<file path="config.mk">
export PLATFORM = sky130hd
export DESIGN_NAME = mem_sram_responder_flat
export DESIGN_NICKNAME = d
export VERILOG_FILES = /design/src/rtl/mem_sram_responder_pkg.sv /design/src/rtl/mem_sram_responder_if.sv /design/src/rtl/mem_sram_responder_sram_phase_timer.sv /design/src/rtl/mem_sram_responder.sv /design/src/flat_wrapper.sv
export SDC_FILE = /design/constraint.sdc
export NUM_CORES = 1
export LEC_CHECK = 0
export ABC_AREA = 1
export BUFFER_PORTS_ARGS = -buffer_cell sky130_fd_sc_hd__buf_2
export CAP_MARGIN = 20
export CORE_ASPECT_RATIO = 0.75
export CORE_UTILIZATION = 49
export DETAILED_ROUTE_END_ITERATION = 10
export HOLD_SLACK_MARGIN = 0.03
export PLACE_DENSITY = 0.87
export SLEW_MARGIN = 40
export SYNTH_ARGS = -nofsm -noshare
export SYNTH_HDL_FRONTEND = slang
export SYNTH_SLANG_ARGS = --single-unit
</file>
<file path="constraint.sdc">
create_clock -name clk -period 6.5 [get_ports clk]
set_clock_uncertainty 0.15 [all_clocks]
set_input_delay 0.65 -clock clk [delete_from_list [all_inputs] [get_ports clk]]
set_output_delay 0.65 -clock clk [all_outputs]
set_load 0.05 [all_outputs]
</file>
<file path="src/rtl/mem_sram_responder_pkg.sv">
// Shared constants and FSM encoding for the SRAM load/store responder.
package mem_sram_responder_pkg;

    localparam int unsigned REGISTER_LEN    = 32;
    localparam int unsigned REG_ADDRESS_LEN = 4;
    localparam int unsigned ADDRESS_LEN     = 18;
    localparam int unsigned SRAM_DATA_LEN   = 16;
    localparam int unsigned MEM_BASE        = 1024;
    localparam int unsigned CNT_W           = 3;

    typedef enum logic [1:0] {
        ST_IDLE = 2'd0,
        ST_LO   = 2'd1,
        ST_HI   = 2'd2,
        ST_DONE = 2'd3
    } state_t;

endpackage

</file>
<file path="src/rtl/mem_sram_responder_if.sv">
// Half-word asynchronous SRAM bus; master is the responder, slave is the memory.
interface mem_sram_responder_if
    import mem_sram_responder_pkg::*;
#(
    parameter int unsigned ADDR_W = ADDRESS_LEN,
    parameter int unsigned DATA_W = SRAM_DATA_LEN
);

    logic [ADDR_W-1:0] addr;
    logic [DATA_W-1:0] wdata;
    logic [DATA_W-1:0] rdata;
    logic              we_n;
    logic              oe_n;

    modport master (output addr, output wdata, output we_n, output oe_n, input rdata);
    modport slave  (input addr, input wdata, input we_n, input oe_n, output rdata);

endinterface

</file>
<file path="src/rtl/mem_sram_responder_sram_phase_timer.sv">
// Counts the cycles an SRAM phase is held and flags the last one.
module mem_sram_responder_sram_phase_timer
    import mem_sram_responder_pkg::*;
#(
    parameter int unsigned WAIT_CYCLES = 1
) (
    input  logic clk,
    input  logic rst_n,
    input  logic run,
    output logic tc_c
);

    logic [CNT_W-1:0] cnt;

    assign tc_c = run && (cnt == CNT_W'(WAIT_CYCLES));

    // Restarts from zero whenever a phase ends or no phase is active.
    always_ff @(posedge clk or negedge rst_n) begin
        if (!rst_n) begin
            cnt <= '0;
        end else if (run && !tc_c) begin
            cnt <= cnt + CNT_W'(1);
        end else begin
            cnt <= '0;
        end
    end

endmodule

</file>
<file path="src/rtl/mem_sram_responder.sv">
// Load/store responder: each 32-bit access runs as two half-word phases on a 16-bit async SRAM.
// Defining MEM_ADDR_CHECK_EN adds address validation and a sticky addr_err output.
module mem_sram_responder
    import mem_sram_responder_pkg::*;
#(
    parameter int unsigned DATA_LEN    = REGISTER_LEN,
    parameter int unsigned SRAM_ADDR_W = ADDRESS_LEN,
    parameter int unsigned SRAM_DATA_W = SRAM_DATA_LEN,
    parameter int unsigned MEM_BASE    = mem_sram_responder_pkg::MEM_BASE,
    parameter int unsigned WAIT_CYCLES = 1
) (
    input  logic                       clk,
    input  logic                       rst,
    input  logic                       wb_en_in,
    input  logic                       mem_r_en_in,
    input  logic                       mem_w_en_in,
    input  logic [REG_ADDRESS_LEN-1:0] dest_in,
    input  logic [DATA_LEN-1:0]        alu_res_in,
    input  logic [DATA_LEN-1:0]        val_Rm_in,
    output logic                       wb_en_out,
    output logic                       mem_r_en_out,
    output logic [REG_ADDRESS_LEN-1:0] dest_out,
    output logic [DATA_LEN-1:0]        alu_res_out,
    output logic [DATA_LEN-1:0]        mem_data_out,
    output logic                       ready,
`ifdef MEM_ADDR_CHECK_EN
    output logic                       addr_err,
`endif
    mem_sram_responder_if.master       sram
);

    localparam int unsigned IDX_W  = SRAM_ADDR_W - 1;
    localparam int unsigned HALF_W = SRAM_DATA_W;

    state_t                  state, state_nx;
    logic                    op_read, op_read_nx;
    logic [DATA_LEN-1:0]     data_reg, data_nx;
    logic [SRAM_ADDR_W-1:0]  addr_nx;
    logic [HALF_W-1:0]       wdata_nx;
    logic                    we_n_nx, oe_n_nx;
    logic [DATA_LEN-1:0]     offset_c;
    logic [IDX_W-1:0]        word_idx_c;
    logic                    req_c, addr_bad_c, phase_c, tc_c;
`ifdef MEM_ADDR_CHECK_EN
    logic                    err_nx;
`endif

    assign wb_en_out    = wb_en_in;
    assign mem_r_en_out = mem_r_en_in;
    assign dest_out     = dest_in;
    assign alu_res_out  = alu_res_in;
    assign mem_data_out = data_reg;

    // A non-memory instruction never stalls; a memory one is released only in DONE.
    assign req_c = mem_r_en_in | mem_w_en_in;
    assign ready = ~req_c | (state == ST_DONE);

    assign offset_c   = alu_res_in - DATA_LEN'(MEM_BASE);
    assign word_idx_c = IDX_W'(offset_c >> 2);
    assign phase_c    = (state == ST_LO) || (state == ST_HI);

`ifdef MEM_ADDR_CHECK_EN
    assign addr_bad_c = (alu_res_in < DATA_LEN'(MEM_BASE)) ||
                        (alu_res_in[1:0] != 2'b00) ||
                        ((offset_c >> (IDX_W + 2)) != '0);
`else
    assign addr_bad_c = 1'b0;
`endif

    mem_sram_responder_sram_phase_timer #(
        .WAIT_CYCLES (WAIT_CYCLES)
    ) u_phase_timer (
        .clk   (clk),
        .rst_n (rst),
        .run   (phase_c),
        .tc_c  (tc_c)
    );

    // Next state, read capture, and SRAM strobes for the state being entered.
    always_comb begin
        state_nx   = state;
        op_read_nx = op_read;
        data_nx    = data_reg;
        addr_nx    = '0;
        wdata_nx   = '0;
        we_n_nx    = 1'b1;
        oe_n_nx    = 1'b1;
`ifdef MEM_ADDR_CHECK_EN
        err_nx     = addr_err;
`endif

        unique case (state)
            ST_IDLE: begin
                if (req_c) begin
                    op_read_nx = mem_r_en_in;
                    if (addr_bad_c) begin
                        state_nx = ST_DONE;
                        data_nx  = '0;
`ifdef MEM_ADDR_CHECK_EN
                        err_nx   = 1'b1;
`endif
                    end else begin
                        state_nx = ST_LO;
                    end
                end
            end
            ST_LO: begin
                if (tc_c) begin
                    if (op_read) data_nx[HALF_W-1:0] = sram.rdata;
                    state_nx = ST_HI;
                end
            end
            ST_HI: begin
                if (tc_c) begin
                    if (op_read) data_nx[DATA_LEN-1:HALF_W] = sram.rdata;
                    state_nx = ST_DONE;
                end
            end
            ST_DONE: state_nx = ST_IDLE;
        endcase

        case (state_nx)
            ST_LO: begin
                addr_nx = {word_idx_c, 1'b0};
                if (op_read_nx) begin
                    oe_n_nx = 1'b0;
                end else begin
                    we_n_nx  = 1'b0;
                    wdata_nx = val_Rm_in[HALF_W-1:0];
                end
            end
            ST_HI: begin
                addr_nx = {word_idx_c, 1'b1};
                if (op_read_nx) begin
                    oe_n_nx = 1'b0;
                end else begin
                    we_n_nx  = 1'b0;
                    wdata_nx = val_Rm_in[DATA_LEN-1:HALF_W];
                end
            end
            default: ;
        endcase
    end

    always_ff @(posedge clk or negedge rst) begin
        if (!rst) begin
            state      <= ST_IDLE;
            op_read    <= 1'b0;
            data_reg   <= '0;
            sram.addr  <= '0;
            sram.wdata <= '0;
            sram.we_n  <= 1'b1;
            sram.oe_n  <= 1'b1;
        end else begin
            state      <= state_nx;
            op_read    <= op_read_nx;
            data_reg   <= data_nx;
            sram.addr  <= addr_nx;
            sram.wdata <= wdata_nx;
            sram.we_n  <= we_n_nx;
            sram.oe_n  <= oe_n_nx;
        end
    end

`ifdef MEM_ADDR_CHECK_EN
    // Sticky until reset.
    always_ff @(posedge clk or negedge rst) begin
        if (!rst) begin
            addr_err <= 1'b0;
        end else begin
            addr_err <= err_nx;
        end
    end
`endif

endmodule
</file>
<file path="src/flat_wrapper.sv">
// flat-port wrapper written by rule: the top's interface ports become plain ports
module mem_sram_responder_flat import mem_sram_responder_pkg::*;
#(
    parameter int unsigned DATA_LEN    = REGISTER_LEN,
    parameter int unsigned SRAM_ADDR_W = ADDRESS_LEN,
    parameter int unsigned SRAM_DATA_W = SRAM_DATA_LEN,
    parameter int unsigned MEM_BASE    = mem_sram_responder_pkg::MEM_BASE,
    parameter int unsigned WAIT_CYCLES = 1
)
  (clk, rst, wb_en_in, mem_r_en_in, mem_w_en_in, dest_in, alu_res_in, val_Rm_in, wb_en_out, mem_r_en_out, dest_out, alu_res_out, mem_data_out, ready, sram_addr, sram_wdata, sram_we_n, sram_oe_n, sram_rdata);
  mem_sram_responder_if sram_i ();
  input  logic clk;
  input  logic rst;
  input  logic wb_en_in;
  input  logic mem_r_en_in;
  input  logic mem_w_en_in;
  input  logic [REG_ADDRESS_LEN-1:0] dest_in;
  input  logic [DATA_LEN-1:0] alu_res_in;
  input  logic [DATA_LEN-1:0] val_Rm_in;
  output logic wb_en_out;
  output logic mem_r_en_out;
  output logic [REG_ADDRESS_LEN-1:0] dest_out;
  output logic [DATA_LEN-1:0] alu_res_out;
  output logic [DATA_LEN-1:0] mem_data_out;
  output logic ready;
  output wire logic [$bits(sram_i.addr)-1:0] sram_addr;
  output wire logic [$bits(sram_i.wdata)-1:0] sram_wdata;
  output wire logic [$bits(sram_i.we_n)-1:0] sram_we_n;
  output wire logic [$bits(sram_i.oe_n)-1:0] sram_oe_n;
  input wire logic [$bits(sram_i.rdata)-1:0] sram_rdata;
  assign sram_addr = sram_i.addr;
  assign sram_wdata = sram_i.wdata;
  assign sram_we_n = sram_i.we_n;
  assign sram_oe_n = sram_i.oe_n;
  assign sram_i.rdata = sram_rdata;
  mem_sram_responder #(.DATA_LEN(DATA_LEN), .SRAM_ADDR_W(SRAM_ADDR_W), .SRAM_DATA_W(SRAM_DATA_W), .MEM_BASE(MEM_BASE), .WAIT_CYCLES(WAIT_CYCLES)) u_core (.clk(clk), .rst(rst), .wb_en_in(wb_en_in), .mem_r_en_in(mem_r_en_in), .mem_w_en_in(mem_w_en_in), .dest_in(dest_in), .alu_res_in(alu_res_in), .val_Rm_in(val_Rm_in), .wb_en_out(wb_en_out), .mem_r_en_out(mem_r_en_out), .dest_out(dest_out), .alu_res_out(alu_res_out), .mem_data_out(mem_data_out), .ready(ready), .sram(sram_i));
endmodule
</file>
==> results of run 1 <==
state kept, by name (all words and copies together), names as in the netlist:
| name | cells |
|---|---|
| u_core.u_phase_timer.cnt | 3 |
| u_core.op_read | 1 |
| u_core.mem_data_out | 32 |
| u_core.sram.addr | 18 |
| u_core.sram.oe_n | 1 |
| u_core.sram.we_n | 1 |
| u_core.sram.wdata | 16 |
| u_core.state | 2 |
layer usage:
metal / up-vias / share of wire [%]
li1: 1328 / -
met1: 1267 / 43
met2: 116 / 48
met3: 17 / 7.7
met4: 0 / 2.0
met5: - / 0
synth_stat cells (all sizes together):
cell type / instances / area, um^2
ha: 11 / 137.6
nand3: 4 / 32.53
dfrtp: 72 / 1802
nor2: 47 / 183.9
a21boi: 1 / 7.510
o211ai: 1 / 21.27
dfstp: 2 / 52.55
xnor2: 2 / 17.52
nand2: 56 / 260.3
buf: 50 / 394.1
a21oi: 2 / 10.01
inv: 64 / 240.2
a22o: 16 / 140.1
o21ai: 41 / 332.8
nand4: 1 / 6.260
worst max-delay path: cells and delay by family (launching register included):
kind | cells | cell delay, ns
AOI/OAI and AO/OA | 4 | 0.84
adders and majority gates | 2 | 0.92
buffers and inverters | 2 | 0.29
DFF | 1 | 0.38
and+or+nand+nor | 3 | 0.35
cell type report:
| cell class | instances | area, um^2 |
|---|---|---|
| inverter | 64 | 240.2 |
| clock inverter | 5 | 103.9 |
| timing repair buffer | 155 | 782.0 |
| sequential | 74 | 1854 |
| fill | 584 | 2609 |
| clock buffer | 10 | 127.6 |
| tap | 98 | 122.6 |
| multi-input combinational | 182 | 1155 |
cells in the final DEF, fill, tap and decap left out, drive strengths merged:
cell and n:
buf 155, nand4 1, a21boi 1, nand3 4
xnor2 2, nand2 56, o211ai 1, a22o 16
inv 64, ha 11, bufinv 3, o21ai 41
clkbuf 10, dfrtp 72, dfstp 2, nor2 47
clkinv 2, a21oi 2
through the flow:
stage / hold WS [ns] / setup slack, ns / cell area (um^2)
detailed placement: 0.3125 / 3.467 / 4154
floorplan: 0.2044 / 4.285 / 3638
global route: 0.2112 / 3.186 / 4385
global placement: 0.3034 / 3.591 / 4145
finish: 0.1616 / 3.477 / 4385
CTS: 0.1925 / 3.473 / 4385
where the power goes:
| group | leakage [nW] | total, mW | switching [mW] | internal [mW] |
|---|---|---|---|---|
| Combinational | 1.48 | 1.60 | 1.18 | 0.414 |
| Clock | 0.116 | 0.415 | 0.162 | 0.253 |
| Sequential | 0.920 | 0.751 | 0.0929 | 0.658 |
worst min path at each step:
stage                                               start                                     to  slack, ns  cells past startpoint
detailed placement    u_core.mem_data_out[21]$_DFFE_PN0P_    u_core.mem_data_out[21]$_DFFE_PN0P_       0.31                      2
finish                                                rst     u_core.mem_data_out[8]$_DFFE_PN0P_       0.16                      1
global placement    u_core.u_phase_timer.cnt[0]$_DFF_PN0_  u_core.u_phase_timer.cnt[0]$_DFF_PN0_       0.30                      1
CTS                                                   rst         u_core.sram.wdata[5]$_DFF_PN0_       0.19                      1
global route                                          rst     u_core.mem_data_out[8]$_DFFE_PN0P_       0.21                      1
floorplan                                             rst     u_core.mem_data_out[0]$_DFFE_PN0P_       0.20                      0
cells by family (layout without fill, tap and decap cells):
| family | after synthesis | after routing | share of synthesized area (%) |
|---|---|---|---|
| compound gates | 61 | 61 | 14.06 |
| xor+xnor | 2 | 2 | 0.4815 |
| fa+ha+maj | 11 | 11 | 3.783 |
| buf+inv | 114 | 234 | 17.43 |
| simple gates | 108 | 108 | 13.27 |
| flops | 74 | 74 | 50.96 |
==> reports/summary.txt, run 1 <==
status = finished clean
share of layout cells above drive strength 1 = 46.94%
total design power = 2.764 mW
Setup crit end kind = flip-flop
# diodes = 0
syn avg cell area = 9.834 um^2
pwr dens = 630.3 nW/um^2
Hold Vio Cnt, Final = 0
clk sink count = 74
Yosys reg bits = 74
Clock transition at path regs = 0.08 ns
Worst Path Arrival = 3.14 ns
worst hold path type = in -> async
average vias per placed instance = 4.639
measured slew at the worst slew-check pin = 0.7766 ns
maxcap violations = 0
Pre-antenna DRT Iters = 4
area grow syn2layout = 20.53%
Crit Path Max Fanout = 17
routability cong. = 0.7995
Antenna Violating Nets Remaining = 0
post-route setup TNS = 0 ns
GRT met3 Usage = 8.165%
FF-to-FF path depth = 11
Die Width = 101.5 um
H-tree lvl count = 3
Critical Path Sink = u_core.sram.addr[13]$_DFF_PN0_
DR vias = 2728
CP required = 6.61 ns
fmax = 330.8 MHz
vias in the first global route = 2706
total gr overflow = 0
first-pass GRT wire length = 12.43 mm
Die ar. = 7777 um^2
Core Footprint = 6994 um^2
Finished Layout Cells = 588
Hold-fix buffers, CTS = 0
largest net degree at the start of global routing = 75
die height = 76.63 um
total CTS buffers = 9
Top-Level Pins = 196
Cell Rows = 26
register area share after synthesis = 50.96%
slowest stage delay, CP = 0.57 ns
RSZ-0062 raised after global routing = false
Worst path slowest cell = ha_1
Root Buffer = clkbuf_8
Register-to-Register Setup Slack = 3.48 ns
Distinct cells, synth = 22
drt initial violations = 55
initial core utilization = 52.02%
drt drc = 0
hpwl dp = 5.563 mm
Post-Syn Nets = 470
critical path startpoint category = flip-flop
Synth Instances = 370
CTS max path bufs = 2
Leak Pwr = 2.513 nW
fin crit period = 3.023 ns
worst r2r src = u_core.state[0]$_DFF_PN0_
final setup vio count = 0
worst-path cell chain = inv_1 > ha_1 > nand3_4 > a21boi_0 > nor2_1 > nor2_1 > ha_1 > o21ai_2 > inv_1 > o21ai_0 > a21oi_1
Total Routed Length = 7.501 mm
met1 Use GR = 24.49%
post-CTS setup buffers = 0
worst r2r dst = u_core.sram.addr[13]$_DFF_PN0_
Max VDD drop = 367.0 uV
Total GRT Usage = 20.85%
IO buf count = 155
final core utilization = 62.70%
Cells after DPL = 573
Post-Syn Area = 3638 um^2
CP startpoint = u_core.state[0]$_DFF_PN0_
CTS tree = built
Ys Warns = 0
global routing's busiest layer = met2
Layout Nets = 586
Clock Latency Late Sink = 0.33 ns
initial antenna violation count = 0
post_cts resized = 0
Slew Limit Fails = 0
critical path class = reg -> reg
period utilization = 46.51%
wire length per cell = 12.76 um
Max-slew headroom = 48.04%
met2 Use GR = 33.99%
(Power assumes the default switching activity.)
==> run 2: changes to the inputs <==
- CORE_UTILIZATION: 49 -> 45
- PLACE_DENSITY: 0.87 -> 0.8
- clock period: 6.5 -> 3 ns (I/O delays scaled with it)
==> run 2 against run 1 <==
Against the previous run: sequential share of layout area is 1.2 points lower; first-iteration DRC count up 130%; critical path depth rose by 1; sequential cell count did not move; critical path type unchanged; largest cell class unchanged.
==> reports/summary.txt, run 2 (synthesized netlist as in run 1, its figures left out) <==
Gate power share = 58.7% (+0.9 points)
# diodes = 0 (unchanged)
status = finished clean
Pre-antenna DRT Iters = 5 (+1)
area grow syn2layout = 24.14%
drt initial violations = 129 (+130%)
share of layout cells above drive strength 1 = 46.43% (-0.51 points)
Root Buffer = clkbuf_8
Top cell by count, worst path = inv_1
wire length per cell = 12.84 um (+0.62%)
Core Footprint = 7567 um^2 (+8.2%)
P_int = 2.882 mW (+120%)
Antenna Violating Nets Remaining = 0 (unchanged)
CTS tree = built
critical path class = reg -> reg
IO buf count = 155 (unchanged)
measured slew at the worst slew-check pin = 0.6656 ns (-0.1110 ns)
maxcap violations = 0 (unchanged)
period utilization = 90.23% (+44 points)
H-tree lvl count = 3 (unchanged)
largest net degree at the start of global routing = 75 (unchanged)
max FFs per register = 32 (unchanged)
Die Width = 105.8 um (+4.3%)
Total Routed Length = 7.766 mm (+3.5%)
Die ar. = 8453 um^2 (+8.7%)
worst-path cell chain = inv_1 > ha_1 > nand3_4 > a21boi_0 > nor2_1 > nor2_1 > ha_1 > inv_1 > o21ai_4 > inv_1 > o21ai_0 > a21oi_1
Total GRT Usage = 18.92% (-1.9 points)
Worst path slowest cell = dfrtp_1
CTS max path bufs = 2 (unchanged)
Leak Pwr = 2.571 nW (+2.3%)
Slew Limit Fails = 0 (unchanged)
total CTS buffers = 9 (unchanged)
Seq pwr share = 26.8% (-0.4 points)
Layout Nets = 599 (+2.2%)
fin crit period = 2.707 ns (-0.3161 ns)
commonest cells after routing, fill and taps aside = buf_2 (154), dfrtp_1 (72), inv_1 (62)
hpwl dp = 5.493 mm (-1.3%)
pwr dens = 1335 nW/um^2 (+110%)
slowest stage delay, CP = 0.38 ns (-0.19 ns)
critical path startpoint category = flip-flop
initial antenna violation count = 0 (unchanged)
clock network power share = 14.5% (-0.5 points)
Top-Level Pins = 196 (unchanged)
total gr overflow = 0 (unchanged)
Hold Vio Cnt, Final = 0 (unchanged)
first-pass GRT wire length = 12.33 mm (-0.77%)
Crit Path Max Fanout = 13 (-4)
cell family with most CP delay = compound AO/OA/AOI/OAI gates
drt drc = 0 (unchanged)
CP required = 3.12 ns (-3.49 ns)
buffers and inverters on the worst path = 3 (+1)
Cell Rows = 27 (+3.8%)
average vias per placed instance = 4.542 (-2.1%)
post-route setup TNS = 0 ns (unchanged)
Post-Place Worst Slack = 0.2411 ns (-3.225 ns)
RSZ-0062 raised after global routing = false
DR vias = 2748 (+0.73%)
min setup slack post-route = 0.2931 ns (-3.184 ns)
vias in the first global route = 2674 (-1.2%)
commonest non-fill, non-tap cell in the layout = buf_2
post-CTS setup buffers = 0 (unchanged)
die height = 79.88 um (+4.2%)
Worst Path Arrival = 2.82 ns (-0.32 ns)
worst hold path type = in -> reg
Max VDD drop = 628.8 uV (+71%)
final setup vio count = 0 (unchanged)
sw power = 3.147 mW (+120%)
fmax = 369.4 MHz (+12%)
routability cong. = 0.7988 (about the same)
Clock transition at path regs = 0.07 ns (about the same)
initial core utilization = 48.08% (-3.9 points)
Clock Latency Late Sink = 0.34 ns (about the same)
switch share = 52.20% (+0.13 points)
Max-slew headroom = 55.63% (+7.6 points)
Setup crit end kind = flip-flop
clk sink count = 74 (unchanged)
==> run 2: repair_timing <==
item	4_1_cts	5_1_grt
setup endpoints to repair	0	2
hold buffers	10	0
gates resized for setup	0	1
hold endpoints to repair	81	0
==> run 2: per-stage QoR <==
step / power, mW / hold slack [ns] / instance area, um^2 / util [%] / instances
after CTS: 6.042 / 0.06133 / 4504 / 59.52 / 605
after detailed placement: 5.139 / 0.2093 / 4175 / 55.18 / 579
after global routing: 6.407 / 0.08122 / 4517 / 59.69 / 605
after global placement: 5.047 / 0.2992 / 4172 / 55.13 / 579
final: 6.029 / 0.08840 / 4517 / 59.69 / 605
after floorplan: 4.508 / -0.1456 / 3638 / - / 370
==> run 2: path summary, 6_finish.rpt <==
check / slack [ns] / startpoint / end / cells past startpoint
max in group asynchronous: 1.85 / rst / u_core.sram.addr[14]$_DFF_PN0_ / 2
hold reg to reg: 0.33 / u_core.u_phase_timer.cnt[0]$_DFF_PN0_ / u_core.u_phase_timer.cnt[0]$_DFF_PN0_ / 1
setup / recovery: 0.29 / u_core.state[1]$_DFF_PN0_ / u_core.sram.addr[13]$_DFF_PN0_ / 12
hold / removal: 0.09 / alu_res_in[13] / u_core.sram.addr[12]$_DFF_PN0_ / 3
setup reg to reg: 0.29 / u_core.state[1]$_DFF_PN0_ / u_core.sram.addr[13]$_DFF_PN0_ / 12
min in group asynchronous: 0.38 / rst / u_core.mem_data_out[19]$_DFFE_PN0P_ / 2
==> run 2: power by group through the flow <==
stage	clock network (mW)	logic, mW	registers [mW]
6_report	0.874	3.54	1.62
3_3_place_gp	0	3.43	1.62
2_1_floorplan	0	1.56	2.95
4_1_cts	0.903	3.52	1.62
5_1_grt	0.939	3.81	1.66
3_5_place_dp	0	3.51	1.63
==> run 2: routing by layer <==
metal  global-route usage [%]  share of wire, %  vias up
met3                    6.776               8.2       11
met1                    22.51                43     1280
met4                    7.222               1.5        0
met2                    31.57                47      103
li1                         -                 -     1354
met5                        0                 0        -
==> run 2: tightest hold or removal path: cells and delay by family <==
family	cells	cell delay, ns
buffers and inverters	2	0.18
AO/OA/AOI/OAI	1	0.06
==> run 2: layout make-up <==
| cell class | count | area, um^2 |
|---|---|---|
| clock buffers | 12 | 155.1 |
| clock inverters | 4 | 73.82 |
| fillers | 648 | 3050 |
| inverters | 64 | 240.2 |
| multi-input cells | 182 | 1162 |
| flip-flops and latches | 74 | 1854 |
| well taps | 101 | 126.4 |
| repair buffers | 168 | 904.6 |
